**config.mk**
```make
export PLATFORM = sky130hd
export DESIGN_NAME = tile_sprite_writer_flat
export DESIGN_NICKNAME = d
export VERILOG_FILES = /design/src/rtl/tile_sprite_writer_pkg.sv /design/src/rtl/tile_sprite_writer_if.sv /design/src/rtl/tile_sprite_writer_palette_encoder.sv /design/src/rtl/tile_sprite_writer.sv /design/src/flat_wrapper.sv
export SDC_FILE = /design/constraint.sdc
export NUM_CORES = 1
export LEC_CHECK = 0
export BUFFER_PORTS_ARGS = -buffer_cell sky130_fd_sc_hd__buf_2
export CAP_MARGIN = 20
export CELL_PAD_IN_SITES_DETAIL_PLACEMENT = 1
export CELL_PAD_IN_SITES_GLOBAL_PLACEMENT = 1
export CORE_MARGIN = 5
export CORE_UTILIZATION = 31
export CTS_BUF_LIST = sky130_fd_sc_hd__clkbuf_8
export DETAILED_ROUTE_END_ITERATION = 8
export PLACE_DENSITY = 0.74
export RECOVER_POWER = 25
export SLEW_MARGIN = 0
export SYNTH_ARGS = -nofsm -noshare
export SYNTH_HDL_FRONTEND = slang
export SYNTH_SLANG_ARGS = --single-unit
```
**constraint.sdc**
```tcl
create_clock -name Clk -period 1.9 [get_ports Clk]
set_input_delay 0.19 -clock Clk [delete_from_list [all_inputs] [get_ports Clk]]
set_output_delay 0.19 -clock Clk [all_outputs]
set_load 0.1 [all_outputs]
```
**src/rtl/tile_sprite_writer_pkg.sv**
```systemverilog
// tile_palette_pkg: tile geometry, the fixed 7-entry tile palette and writer FSM states,
// shared with the tile readers so encode and decode use one palette.
package tile_palette_pkg;
  localparam int TILE_PIXELS = 400;
  localparam int ADDR_W = 9;
  localparam int IDX_W = 4;
  localparam int COLOR_W = 24;
  localparam int PAL_ENTRIES = 7;
  localparam logic [COLOR_W-1:0] PAL [PAL_ENTRIES] = '{
    24'h800080, 24'h000000, 24'h6E2601, 24'hB24204,
    24'hE85C0C, 24'hFF6F0B, 24'hFFE7C8
  };
  typedef enum logic [1:0] {IDLE, LOAD, DONE} state_t;
endpackage

```
**src/rtl/tile_sprite_writer_if.sv**
```systemverilog
// tile_sprite_writer_if: pixel stream in, RAM write port and load status out.
interface tile_sprite_writer_if import tile_palette_pkg::*; ();
  logic start;
  logic pix_valid;
  logic pix_ready;
  logic [COLOR_W-1:0] pix_color;
  logic wr_en;
  logic [ADDR_W-1:0] wr_addr;
  logic [IDX_W-1:0] wr_data;
  logic busy;
  logic done;
  logic [ADDR_W-1:0] unmatched_count;
  modport master (
    output start, pix_valid, pix_color,
    input pix_ready, wr_en, wr_addr, wr_data, busy, done, unmatched_count
  );
  modport slave (
    input start, pix_valid, pix_color,
    output pix_ready, wr_en, wr_addr, wr_data, busy, done, unmatched_count
  );
endinterface

```
**src/rtl/tile_sprite_writer_palette_encoder.sv**
```systemverilog
// palette_encoder: maps a 24-bit color to its palette index; no match gives 0 with matched low.
module palette_encoder import tile_palette_pkg::*; (
  input  logic [COLOR_W-1:0] color,
  output logic [IDX_W-1:0]   idx,
  output logic               matched
);
  // Scanning downward lets the lowest matching entry overwrite the others.
  always_comb begin
    idx = '0;
    matched = 1'b0;
    for (int i = PAL_ENTRIES - 1; i >= 0; i--)
      if (color == PAL[i]) begin
        idx = IDX_W'(i);
        matched = 1'b1;
      end
  end
endmodule

```
**src/rtl/tile_sprite_writer.sv**
```systemverilog
// tile_sprite_writer: streams one 20x20 tile of RGB pixels into tile RAM as palette
// indices at addresses 0..TILE_PIXELS-1, counting pixels that match no palette entry.
module tile_sprite_writer import tile_palette_pkg::*; (
  input logic Clk,
  input logic Reset_n,
  tile_sprite_writer_if.slave bus
);
  state_t state, state_next;
  logic [ADDR_W-1:0] cnt;
  logic [IDX_W-1:0] idx;
  logic matched, accept, last;
  palette_encoder u_enc (.color(bus.pix_color), .idx(idx), .matched(matched));
  assign accept = bus.pix_valid & bus.pix_ready;
  assign last = cnt == ADDR_W'(TILE_PIXELS - 1);
  always_ff @(posedge Clk or negedge Reset_n)
    if (!Reset_n) state <= IDLE;
    else state <= state_next;
  always_comb begin
    state_next = state == IDLE ? (bus.start ? LOAD : IDLE)
               : state == LOAD ? (accept && last ? DONE : LOAD)
               : IDLE;
  end
  always_comb begin
    bus.pix_ready = state == LOAD;
  end
  // Write port, done and busy are registered so the RAM sees a clean one-cycle-late write.
  always_ff @(posedge Clk or negedge Reset_n)
    if (!Reset_n) begin
      bus.wr_en <= 1'b0;
      bus.wr_addr <= '0;
      bus.wr_data <= '0;
      bus.done <= 1'b0;
      bus.busy <= 1'b0;
      bus.unmatched_count <= '0;
      cnt <= '0;
    end else begin
      bus.wr_en <= accept;
      bus.done <= accept && last;
      bus.busy <= state_next != IDLE;
      if (accept) begin
        bus.wr_addr <= cnt;
        bus.wr_data <= idx;
      end
      if (state == IDLE && bus.start) begin
        cnt <= '0;
        bus.unmatched_count <= '0;
      end else if (accept) begin
        cnt <= cnt + ADDR_W'(1);
        bus.unmatched_count <= bus.unmatched_count + ADDR_W'(!matched);
      end
    end
endmodule
```
**src/flat_wrapper.sv**
```systemverilog
// flat-port wrapper written by rule: the top's interface ports become plain ports
module tile_sprite_writer_flat import tile_palette_pkg::*;
  (Clk, Reset_n, bus_start, bus_pix_valid, bus_pix_color, bus_pix_ready, bus_wr_en, bus_wr_addr, bus_wr_data, bus_busy, bus_done, bus_unmatched_count);
  tile_sprite_writer_if bus_i ();
  input logic Clk;
  input logic Reset_n;
  input wire logic [$bits(bus_i.start)-1:0] bus_start;
  input wire logic [$bits(bus_i.pix_valid)-1:0] bus_pix_valid;
  input wire logic [$bits(bus_i.pix_color)-1:0] bus_pix_color;
  output wire logic [$bits(bus_i.pix_ready)-1:0] bus_pix_ready;
  output wire logic [$bits(bus_i.wr_en)-1:0] bus_wr_en;
  output wire logic [$bits(bus_i.wr_addr)-1:0] bus_wr_addr;
  output wire logic [$bits(bus_i.wr_data)-1:0] bus_wr_data;
  output wire logic [$bits(bus_i.busy)-1:0] bus_busy;
  output wire logic [$bits(bus_i.done)-1:0] bus_done;
  output wire logic [$bits(bus_i.unmatched_count)-1:0] bus_unmatched_count;
  assign bus_i.start = bus_start;
  assign bus_i.pix_valid = bus_pix_valid;
  assign bus_i.pix_color = bus_pix_color;
  assign bus_pix_ready = bus_i.pix_ready;
  assign bus_wr_en = bus_i.wr_en;
  assign bus_wr_addr = bus_i.wr_addr;
  assign bus_wr_data = bus_i.wr_data;
  assign bus_busy = bus_i.busy;
  assign bus_done = bus_i.done;
  assign bus_unmatched_count = bus_i.unmatched_count;
  tile_sprite_writer u_core (.Clk(Clk), .Reset_n(Reset_n), .bus(bus_i));
endmodule
```
==> flow_metrics.tcl, run 1 <==
set metrics [dict create \
    yosys.area_share.simple_pct 34.1 \
    fillers 664 \
    worstMarginPinSlew_ns 0.884 \
    final_hold_viol_count 0 \
    ctsHtreeMaxLevel 2 \
    grt_first_pass_wirelength_mm 8.69 \
    violations "negative setup slack" \
    multi_input_area_um2 971 \
    crit_chain "buf_2 > nor4_4 > nor3b_4 > or4b_4 > o21ai_2 > nor3_2 > ha_2 > ha_4 > and4_4 > nand3_2 > xor2_1 > nor2_1" \
    cts_sinks 35 \
    via_per_inst 4.93 \
    cap_violations 0 \
    slowest_delay_ns 0.49 \
    synth-seq-area-share_pct 49.1 \
    synth_commonest_cells "dfrtp_1, nand2_1, nor2_1, nand3_1, xor2_1" \
    portBuffers 52 \
    synth_top_family_by_area "simple AND/OR/NAND/NOR gates" \
    ys_seq_elements 35 \
    power_per_cell_area_nw_per_um2 1180 \
    peakVddDrop_mv 0.766 \
    syn_nets 215 \
    antenna_found_initial 0 \
    rows 27 \
    finClkSkew_ns 0.00535 \
    run_status "complete, but fails checks" \
    numCtsBuffers 5 \
    cts_root_buffer "clkbuf_8" \
    drive_above_1_share_pct 41.5 \
    start_util_pct 32.2 \
    regArea_um2 876 \
    leakagePower_nw 1.28 \
    synth_ff_type "dfrtp_1" \
    design_area_um2 2550 \
    vias 1696 \
    min_period_over_period_pct 112 \
    drtIter0Drc 46 \
    slew_violations 0 \
    gp_congestion 0.829 \
    max_freq_mhz 468 \
    critPathSlowestCell "or4b_4" \
    dr.pass1.iters 4 \
    synth_compound_area_share_pct 4.91 \
    overflow 0 \
    synth_cell_types 45 \
    synth_most_common_cell "dfrtp_1" \
    die_h_um 85.9 \
    syn2layout_area_growth_pct 42.8 \
    syn_avg_cell_area_um2 9.70 \
    cp_data_required_time_ns 2.08 \
    clk_pin_slew_ns 0.07 \
    setup_viol 8 \
    drt-total-wl_mm 5.07 \
    coreArea_um2 5540 \
    critPathCaptureType "flip-flop" \
    crit_arrival_ns 2.31 \
    place_hpwl_mm 3.92 \
    ioPinCount 54 \
    clock_path_buffers 2 \
    yosys.area_share.xor_xnor_pct 7.85 \
    synth_area_um2 1790 \
    synth-edff-count 0 \
    path_class "in -> reg" \
    wl_per_cell_um 14.8 \
    min_path_type "in -> async" \
    rsz0062_at_grt "true" \
    final_antenna_net_count 0 \
    max_slew_margin_pct 41.1 \
    diodes 0 \
    synth_top_area_share_pct 49.1 \
    dieArea_um2 7380 \
    fin_nets 302 \
    grt_usage_pct 14.7 \
    syn_inst 184 \
    drc 0 \
    crit_fanout 4 \
    grt_max_degree 36 \
    synth-adder-area-share_pct 2.10 \
    startpoint_type "primary input" \
    finalCriticalPeriod_ns 2.14 \
    setup_ws_ns -0.235 \
    synth_area_leaders "dfrtp_1, nand2_1, xor2_1" \
    final_util_pct 46.0 \
    clock_latency_ns 0.29 \
    synth.largest_area_cell "dfrtp_1" \
    die_w_um 85.9 \
    grt_pass1_vias 1822 \
    synthMuxAreaShare_pct 0 \
    dpl_cell_area_um2 2380 \
    async_flop_share_pct 100 \
    cts_tree "built" \
    yosys_warnings 0 \
]
power by group:
part / leakage, nW / internal [mW] / total, mW / switching (mW)
clock: 0.0453 / 0.251 / 0.527 / 0.276
sequential: 0.445 / 0.914 / 1.12 / 0.203
combinational: 0.784 / 0.307 / 1.35 / 1.05
area by class of cell:
| cell class | instances | share of cell area (%) |
|---|---|---|
| clock buffers | 5 | 2.70 |
| multi-input cells | 142 | 38.1 |
| inverters | 2 | 0.294 |
| flip-flops and latches | 35 | 34.3 |
| clock inverters | 3 | 0.638 |
| repair buffers | 85 | 20.4 |
| well taps | 72 | 3.53 |
routing by layer:
layer / global-route usage [%] / up-vias / wire length, um
met5: 0 / - / 0
met4: 3.45 / 0 / 47
li1: - / 819 / -
met2: 25.0 / 46 / 2540
met3: 4.80 / 4 / 289
met1: 18.0 / 827 / 2190
cells in the final DEF (no fill, tap or decap), drive strengths merged, types with 2 or more instances in the layout:
cell type,Yosys,routed
nand3b,3,3
nor3,3,3
or3,2,2
nand2,33,33
nor4,5,5
and4,5,5
and3,5,5
or2,3,3
o21ai,3,3
buf,3,84
nand4b,3,3
ha,3,3
clkbuf,2,6
nor3b,3,3
nor2,21,21
dfrtp,35,35
xnor2,5,5
a22o,3,3
nand4,4,4
inv,2,3
nand3,12,12
nor4b,2,2
xor2,11,11
worst max-delay path: cells and delay by family:
family | cells | cell delay, ns
XOR/XNOR | 1 | 0.14
AO/OA/AOI/OAI | 1 | 0.08
AND/OR/NAND/NOR | 7 | 1.42
adder cells (fa/ha/maj) | 2 | 0.35
buffers and inverters | 1 | 0.13
state kept, by name, summed over array words and instances, names as in the netlist:
| name | count |
|---|---|
| u_core.state | 2 |
| u_core.bus.wr_en | 1 |
| u_core.bus.busy | 1 |
| u_core.bus.wr_data | 3 |
| u_core.bus.unmatched_count | 9 |
| u_core.bus.done | 1 |
| u_core.cnt | 9 |
| u_core.bus.wr_addr | 9 |
kinds of logic (layout without fill, tap and decap cells):
group	count (synthesis)	in the layout
flops	35	35
simple gates	110	110
xor+xnor	16	16
compound gates	12	12
buf+inv	7	95
other cells	1	1
fa+ha+maj	3	3
timing repair:
action / CTS / global route
pin swaps: 3 / 2
setup buffers: 2 / 0
endpoints found under the setup margin: 8 / 8
hold endpoints to repair: 0 / 0
gates resized for setup: 6 / 8
hold buffers: 0 / 0
final timing paths:
path | from | to | slack, ns | cells past startpoint
setup / recovery | bus_pix_color[9] | u_core.bus.unmatched_count[6] | -0.24 | 12
hold / removal | Reset_n | u_core.bus.unmatched_count[8] | 0.01 | 1
setup reg to reg | u_core.state[1] | u_core.cnt[8] | 0.33 | 6
hold reg to reg | u_core.bus.wr_addr[5] | u_core.bus.wr_addr[5] | 0.47 | 2
max in group asynchronous | Reset_n | u_core.bus.unmatched_count[3] | 1.33 | 1
min in group Clk | bus_pix_color[5] | u_core.bus.wr_data[0] | 0.36 | 5
through the flow:
stage	setup TNS [ns]	setup slack, ns	hold WS, ns	power, mW	instances
floorplan	-2.32	-0.410	-0.106	2.12	184
global placement	-3.98	-0.567	0.318	2.41	334
detailed placement	-4.10	-0.592	0.314	2.45	334
CTS	-1.15	-0.234	0.00165	3.00	344
global route	-1.86	-0.316	0.0719	3.17	344
finish	-1.19	-0.235	0.0119	3.00	344
Note: power is estimated with default switching activity, not from simulation.
==> run 2: changes to the inputs <==
- ABC_AREA: not set -> 1
- PLACE_DENSITY: 0.74 -> 0.8
- REMOVE_ABC_BUFFERS: not set -> 1
==> run 2 against run 1 <==
Net effect:
- the flow now finishes without violations
- setup slack better by 0.45 ns
- critical path depth rose by 5
- critical path type unchanged
- count of clock-buffer cells in the layout rose by 2
- largest cell class unchanged
- clock skew fell by 0.0029 ns
==> flow_metrics.tcl, run 2 <==
set metrics [dict create \
    numCtsBuffers 5 \
    final_antenna_net_count 0 \
    startpoint_type "primary input" \
    cap_violations 0 \
    grt_pass1_vias 2566 \
    final_hold_viol_count 0 \
    slew_violations 0 \
    sequentialPowerShare_pct 29.8 \
    synth_area_leaders "dfrtp_1, nand2_1, nor2_1" \
    cts_root_buffer "clkbuf_8" \
    final_common_cell "nand2_1" \
    clk_pin_slew_ns 0.07 \
    dr.pass1.iters 4 \
    cp_data_required_time_ns 2.07 \
    reg2reg_from "u_core.state[1]" \
    finalCriticalPeriod_ns 1.69 \
    syn_avg_cell_area_um2 6.50 \
    cts_hold_buf 0 \
    path_class "in -> reg" \
    run_status "finished clean" \
    drt-total-wl_mm 7.12 \
    setup_viol 0 \
    synth_area_um2 2270 \
    synth_commonest_cells "nand2_1, nor2_1, inv_1, dfrtp_1, nand3_1" \
    portBuffers 52 \
    multi_input_area_um2 1220 \
    synth_most_common_cell "nand2_1" \
    layout_common_cells "nand2_1, buf_2, inv_1" \
    vias 2494 \
    clock_latency_ns 0.28 \
    dieArea_um2 9150 \
    power_switching_mw 2.44 \
    drc 0 \
    cp-startpoint "bus_pix_color[3]" \
    comb_power_share_pct 56.3 \
    yosys_warnings 0 \
    post_cts_resized 0 \
    critPathSlowestCell "ha_2" \
    switching_share_pct 58.1 \
    min_path_type "in -> async" \
    cts_setup_buffers 0 \
    via_per_inst 4.72 \
    worstMarginPinSlew_ns 0.892 \
    rows 31 \
    max_slew_margin_pct 40.5 \
    place_hpwl_mm 5.67 \
    die_h_um 95.7 \
    ctsHtreeMaxLevel 2 \
    syn2layout_area_growth_pct 29.9 \
    synth-seq-area-share_pct 38.5 \
    synth-edff-count 0 \
    wl_per_cell_um 13.5 \
    start_util_pct 31.5 \
    crit_fanout 3 \
    clock_path_buffers 2 \
    grt_usage_pct 16.3 \
    fin_nets 459 \
    synth_ff_type "dfrtp_1" \
    antenna_found_initial 0 \
    synth.largest_area_cell "dfrtp_1" \
    total_power_mw 4.20 \
    slowest_delay_ns 0.21 \
    coreArea_um2 7210 \
    drtIter0Drc 112 \
    crit_chain "buf_2 > inv_1 > buf_4 > nand4_1 > nor2_1 > nand3_1 > nand2_1 > inv_1 > nand2_1 > nor2_1 > ha_1 > ha_2 > inv_2 > nor2_2 > nand3_1 > nand4_1 > o21ai_0" \
    finClkSkew_ns 0.00241 \
    die_w_um 95.7 \
    place_ws_ns -0.201 \
    crit_arrival_ns 1.85 \
    syn_inst 350 \
    power_per_cell_area_nw_per_um2 1420 \
    peakVddDrop_mv 0.459 \
    async_flop_share_pct 100 \
    critPathCaptureType "flip-flop" \
    cts_tree "built" \
    drive_above_1_share_pct 27.3 \
    power.share.clock_pct 13.9 \
    setup_ws_ns 0.212 \
    max_freq_mhz 593 \
    synth_top_area_share_pct 38.5 \
    top_regs "u_core.bus.unmatched_count x9, u_core.bus.wr_addr x9, u_core.cnt x9" \
    grt_first_pass_wirelength_mm 11.8 \
    cts_sinks 35 \
    regArea_um2 876 \
    grt_max_degree 36 \
    ys_seq_elements 35 \
    diodes 0 \
    overflow 0 \
    leakagePower_nw 1.52 \
    synth_cell_types 24 \
    min_period_over_period_pct 88.8 \
    ioPinCount 54 \
    fillers 977 \
    gp_congestion 0.895 \
    internal_power_mw 1.76 \
]
[run 2: cell count changes after synthesis, moves of 7 or more]
cell | previous run | this run
inv_1 | 2 | 47
nand2_1 | 33 | 108
nand3_1 | 12 | 29
nor2_1 | 21 | 59
nor3_1 | 3 | 10
o21ai_0 | 1 | 18
xor2_1 | 11 | 0
[run 2: layer usage]
layer	vias to the layer above	global-route usage, %	routed length [um]
met2	58	27.6	3460
met4	0	4.38	73
met3	7	3.16	340
met1	1183	21.3	3240
met5	-	0	0
li1	1246	-	-
[run 2: power by group through the flow]
| stage | Combinational [mW] | Sequential [mW] | Clock, mW |
|---|---|---|---|
| after global routing | 2.53 | 1.28 | 0.632 |
| after global placement | 2.29 | 1.23 | 0 |
| after detailed placement | 2.35 | 1.26 | 0 |
| after floorplan | 0.633 | 2.43 | 0 |
| after CTS | 2.36 | 1.25 | 0.596 |
| final | 2.37 | 1.25 | 0.585 |
[run 2: cell type report]
cell class	instances	area share, %
Sequential cell	35	29.6
Timing Repair Buffer	77	15.2
Clock inverter	1	0.127
Tap cell	99	4.19
Inverter	49	6.22
Clock buffer	7	3.26
Multi-Input combinational cell	260	41.4
[run 2: worst max-delay path: cells and delay by family]
kind	cells	cell delay, ns
and+or+nand+nor	9	0.77
adders and majority gates	2	0.38
AOI/OAI and AO/OA	1	0.10
buffers and inverters	5	0.42
[run 2: cell families after synthesis]
family	Yosys count	synth area share (%)
buffers and inverters	55	9.79
other	1	0.165
and+or+nand+nor	227	43.1
DFF	35	38.5
adders and majority gates	3	1.65
AOI/OAI and AO/OA	29	6.77
[run 2: worst paths after layout]
check                                           endpoint  cells past startpoint  slack (ns)
max                        u_core.bus.unmatched_count[8]                     17        0.21
min                        u_core.bus.unmatched_count[6]                      1        0.02
max reg2reg                                u_core.cnt[2]                      6        0.38
min reg2reg                        u_core.bus.wr_data[2]                      2        0.48
max in group asynchronous                  u_core.cnt[7]                      1        1.33
min in group Clk                         u_core.bus.busy                      3        0.42
[run 2: per-stage QoR]
step	instance area [um2]	hold WS, ns	util, %	TNS (ns)	cells
6_report	2960	0.0196	41.0	0	528
5_1_grt	2960	0.0960	41.0	-0.000886	528
4_1_cts	2910	0.00170	40.3	0	528
3_5_place_dp	2810	0.316	38.9	-0.758	520
3_3_place_gp	2810	0.316	38.9	-0.353	520
2_1_floorplan	2240	-0.106	-	-0.162	344
==> run 3: changes to the inputs <==
- REMOVE_ABC_BUFFERS: 1 -> not set
==> run 3 against run 2 <==
Net effect:
- global-route usage decreased by 0.14 points
- final area fell by 1.2%
- cell count fell by 0.57%
- setup slack got worse by 0.021 ns
- sequential share of layout area is 0.40 points higher
- clock skew increased by 0.0022 ns
==> flow_metrics.tcl, run 3 (synthesis gave the netlist of run 2 again) <==
set metrics [dict create \
    drive_above_1_share_pct 25.8 \
    regArea_um2 877 \
    max_slew_margin_pct 41.9 \
    portBuffers 52 \
    via_per_inst 4.71 \
    layout_common_cells "nand2_1, buf_2, inv_1" \
    critPathSlowestCell "ha_2" \
    wl_per_cell_um 13.3 \
    min_period_over_period_pct 90.0 \
    numCtsBuffers 5 \
    path_class "in -> reg" \
    critPathCaptureType "flip-flop" \
    power_per_cell_area_nw_per_um2 1400 \
    syn_nets 381 \
    hold_ws_ns 0.334 \
    design_area_um2 2920 \
    cp_data_required_time_ns 2.06 \
    die_h_um 95.7 \
    final_util_pct 40.5 \
    clk_pin_slew_ns 0.07 \
    slowest_delay_ns 0.20 \
    peakVddDrop_mv 0.410 \
    cts_tree "built" \
    switching_share_pct 59.2 \
    run_status "finished clean" \
    slew_violations 0 \
    sequentialPowerShare_pct 30.5 \
    ctsHtreeMaxLevel 2 \
    finClkSkew_ns 0.00457 \
    power_switching_mw 2.42 \
    grt_max_degree 36 \
    setup_viol 0 \
    rows 31 \
    drt-total-wl_mm 6.99 \
    finalCriticalPeriod_ns 1.71 \
    vias 2475 \
    comb_power_share_pct 57.3 \
    cts_root_buffer "clkbuf_8" \
    gp_congestion 0.892 \
    crit_chain "buf_2 > nor2_4 > nand2_1 > nor2_2 > nand3_1 > nand2_1 > inv_1 > nand2_1 > nor2_1 > ha_1 > ha_2 > inv_1 > nor2_1 > o21ai_0 > a21oi_1" \
    clock_latency_ns 0.28 \
    path_common_cell "nand2_1" \
    final_antenna_net_count 0 \
    startpoint_type "primary input" \
    start_util_pct 31.5 \
    antenna_found_initial 0 \
    drtIter0Drc 124 \
    top_regs "u_core.bus.unmatched_count x9, u_core.bus.wr_addr x9, u_core.cnt x9" \
    syn2layout_area_growth_pct 28.4 \
    max_freq_mhz 585 \
    drc 0 \
    power.share.clock_pct 12.2 \
    cts_sinks 35 \
    final_common_cell "nand2_1" \
    ioPinCount 54 \
    overflow 0 \
    crit_arrival_ns 1.87 \
    worstMarginPinSlew_ns 0.871 \
    total_power_mw 4.09 \
    multi_input_area_um2 1230 \
    dieArea_um2 9150 \
    leakagePower_nw 1.51 \
    dr.pass1.iters 4 \
    grt_usage_pct 16.2 \
    fillers 993 \
    grt_pass1_vias 2590 \
    coreArea_um2 7210 \
    dpl_cell_area_um2 2770 \
    place_hpwl_mm 5.75 \
    clock_path_buffers 2 \
    cap_violations 0 \
    fin_nets 456 \
    grt_first_pass_wirelength_mm 11.7 \
    final_hold_viol_count 0 \
    internal_power_mw 1.67 \
    crit_fanout 5 \
    diodes 0 \
    min_path_type "in -> reg" \
    die_w_um 95.7 \
]
[run 3: cell count changes in the layout (fill, tap and decap cells not counted), moves of 2 or more]
cell	delta
buf_4	-5
nor2_1	+2
nor2_2	-3
clkbuf_8	-2
inv_1	+2
[run 3: path summary, 6_finish.rpt]
path	from	endpoint	slack, ns	cells past startpoint
max in group asynchronous	Reset_n	u_core.bus.unmatched_count[0]	0.66	3
worst min register to register	u_core.bus.wr_addr[0]	u_core.bus.wr_addr[0]	0.48	2
worst max register to register	u_core.state[1]	u_core.cnt[5]	0.51	8
min in group asynchronous	Reset_n	u_core.bus.wr_en	0.64	3
worst max-delay path	bus_pix_color[1]	u_core.bus.unmatched_count[2]	0.19	15
worst min-delay path	bus_start	u_core.bus.busy	0.33	3
[run 3: power groups by stage]
| stage | clock, mW | combinational (mW) | sequential (mW) |
|---|---|---|---|
| floorplan | 0 | 0.644 | 2.43 |
| global placement | 0 | 2.28 | 1.24 |
| detailed placement | 0 | 2.34 | 1.26 |
| CTS | 0.512 | 2.34 | 1.24 |
| global route | 0.548 | 2.50 | 1.28 |
| finish | 0.498 | 2.34 | 1.25 |
[run 3: cell type report]
cell class | count | area share (%)
Clock buffer | 5 | 2.36
Clock inverter | 3 | 0.428
Inverter | 49 | 6.30
Multi-Input combinational cell | 260 | 42.1
Sequential cell | 35 | 30.0
Tap cell | 99 | 4.24
Timing Repair Buffer | 74 | 14.6
[run 3: stage by stage]
| stage | cells | setup TNS (ns) | setup WS (ns) |
|---|---|---|---|
| after floorplan | 350 | 0 | 0.0474 |
| final | 525 | 0 | 0.191 |
| after global placement | 515 | -0.440 | -0.150 |
| after detailed placement | 515 | -0.832 | -0.227 |
| after global routing | 525 | -0.00534 | -0.00534 |
| after CTS | 524 | 0 | 0.0729 |
[run 3: timing repair]
item / in CTS / in global routing
setup buffers: 0 / 1
endpoints found under the hold margin: 35 / 0
setup endpoints to repair: 0 / 4
hold buffers: 1 / 0
gates resized for setup: 0 / 17
[run 3: layer usage]
layer	wire (um)	up-vias	GRT usage, %
met3	344	7	2.84
met1	3260	1172	22.3
met2	3340	58	26.6
met4	43	0	3.44
met5	0	-	0
li1	-	1238	-
[run 3: critical path, delay by kind of cell]
family                     cells  cell delay (ns)
AOI/OAI and AO/OA              2             0.26
buffers and inverters          3             0.26
and+or+nand+nor                8             0.77
adders and majority gates      2             0.39
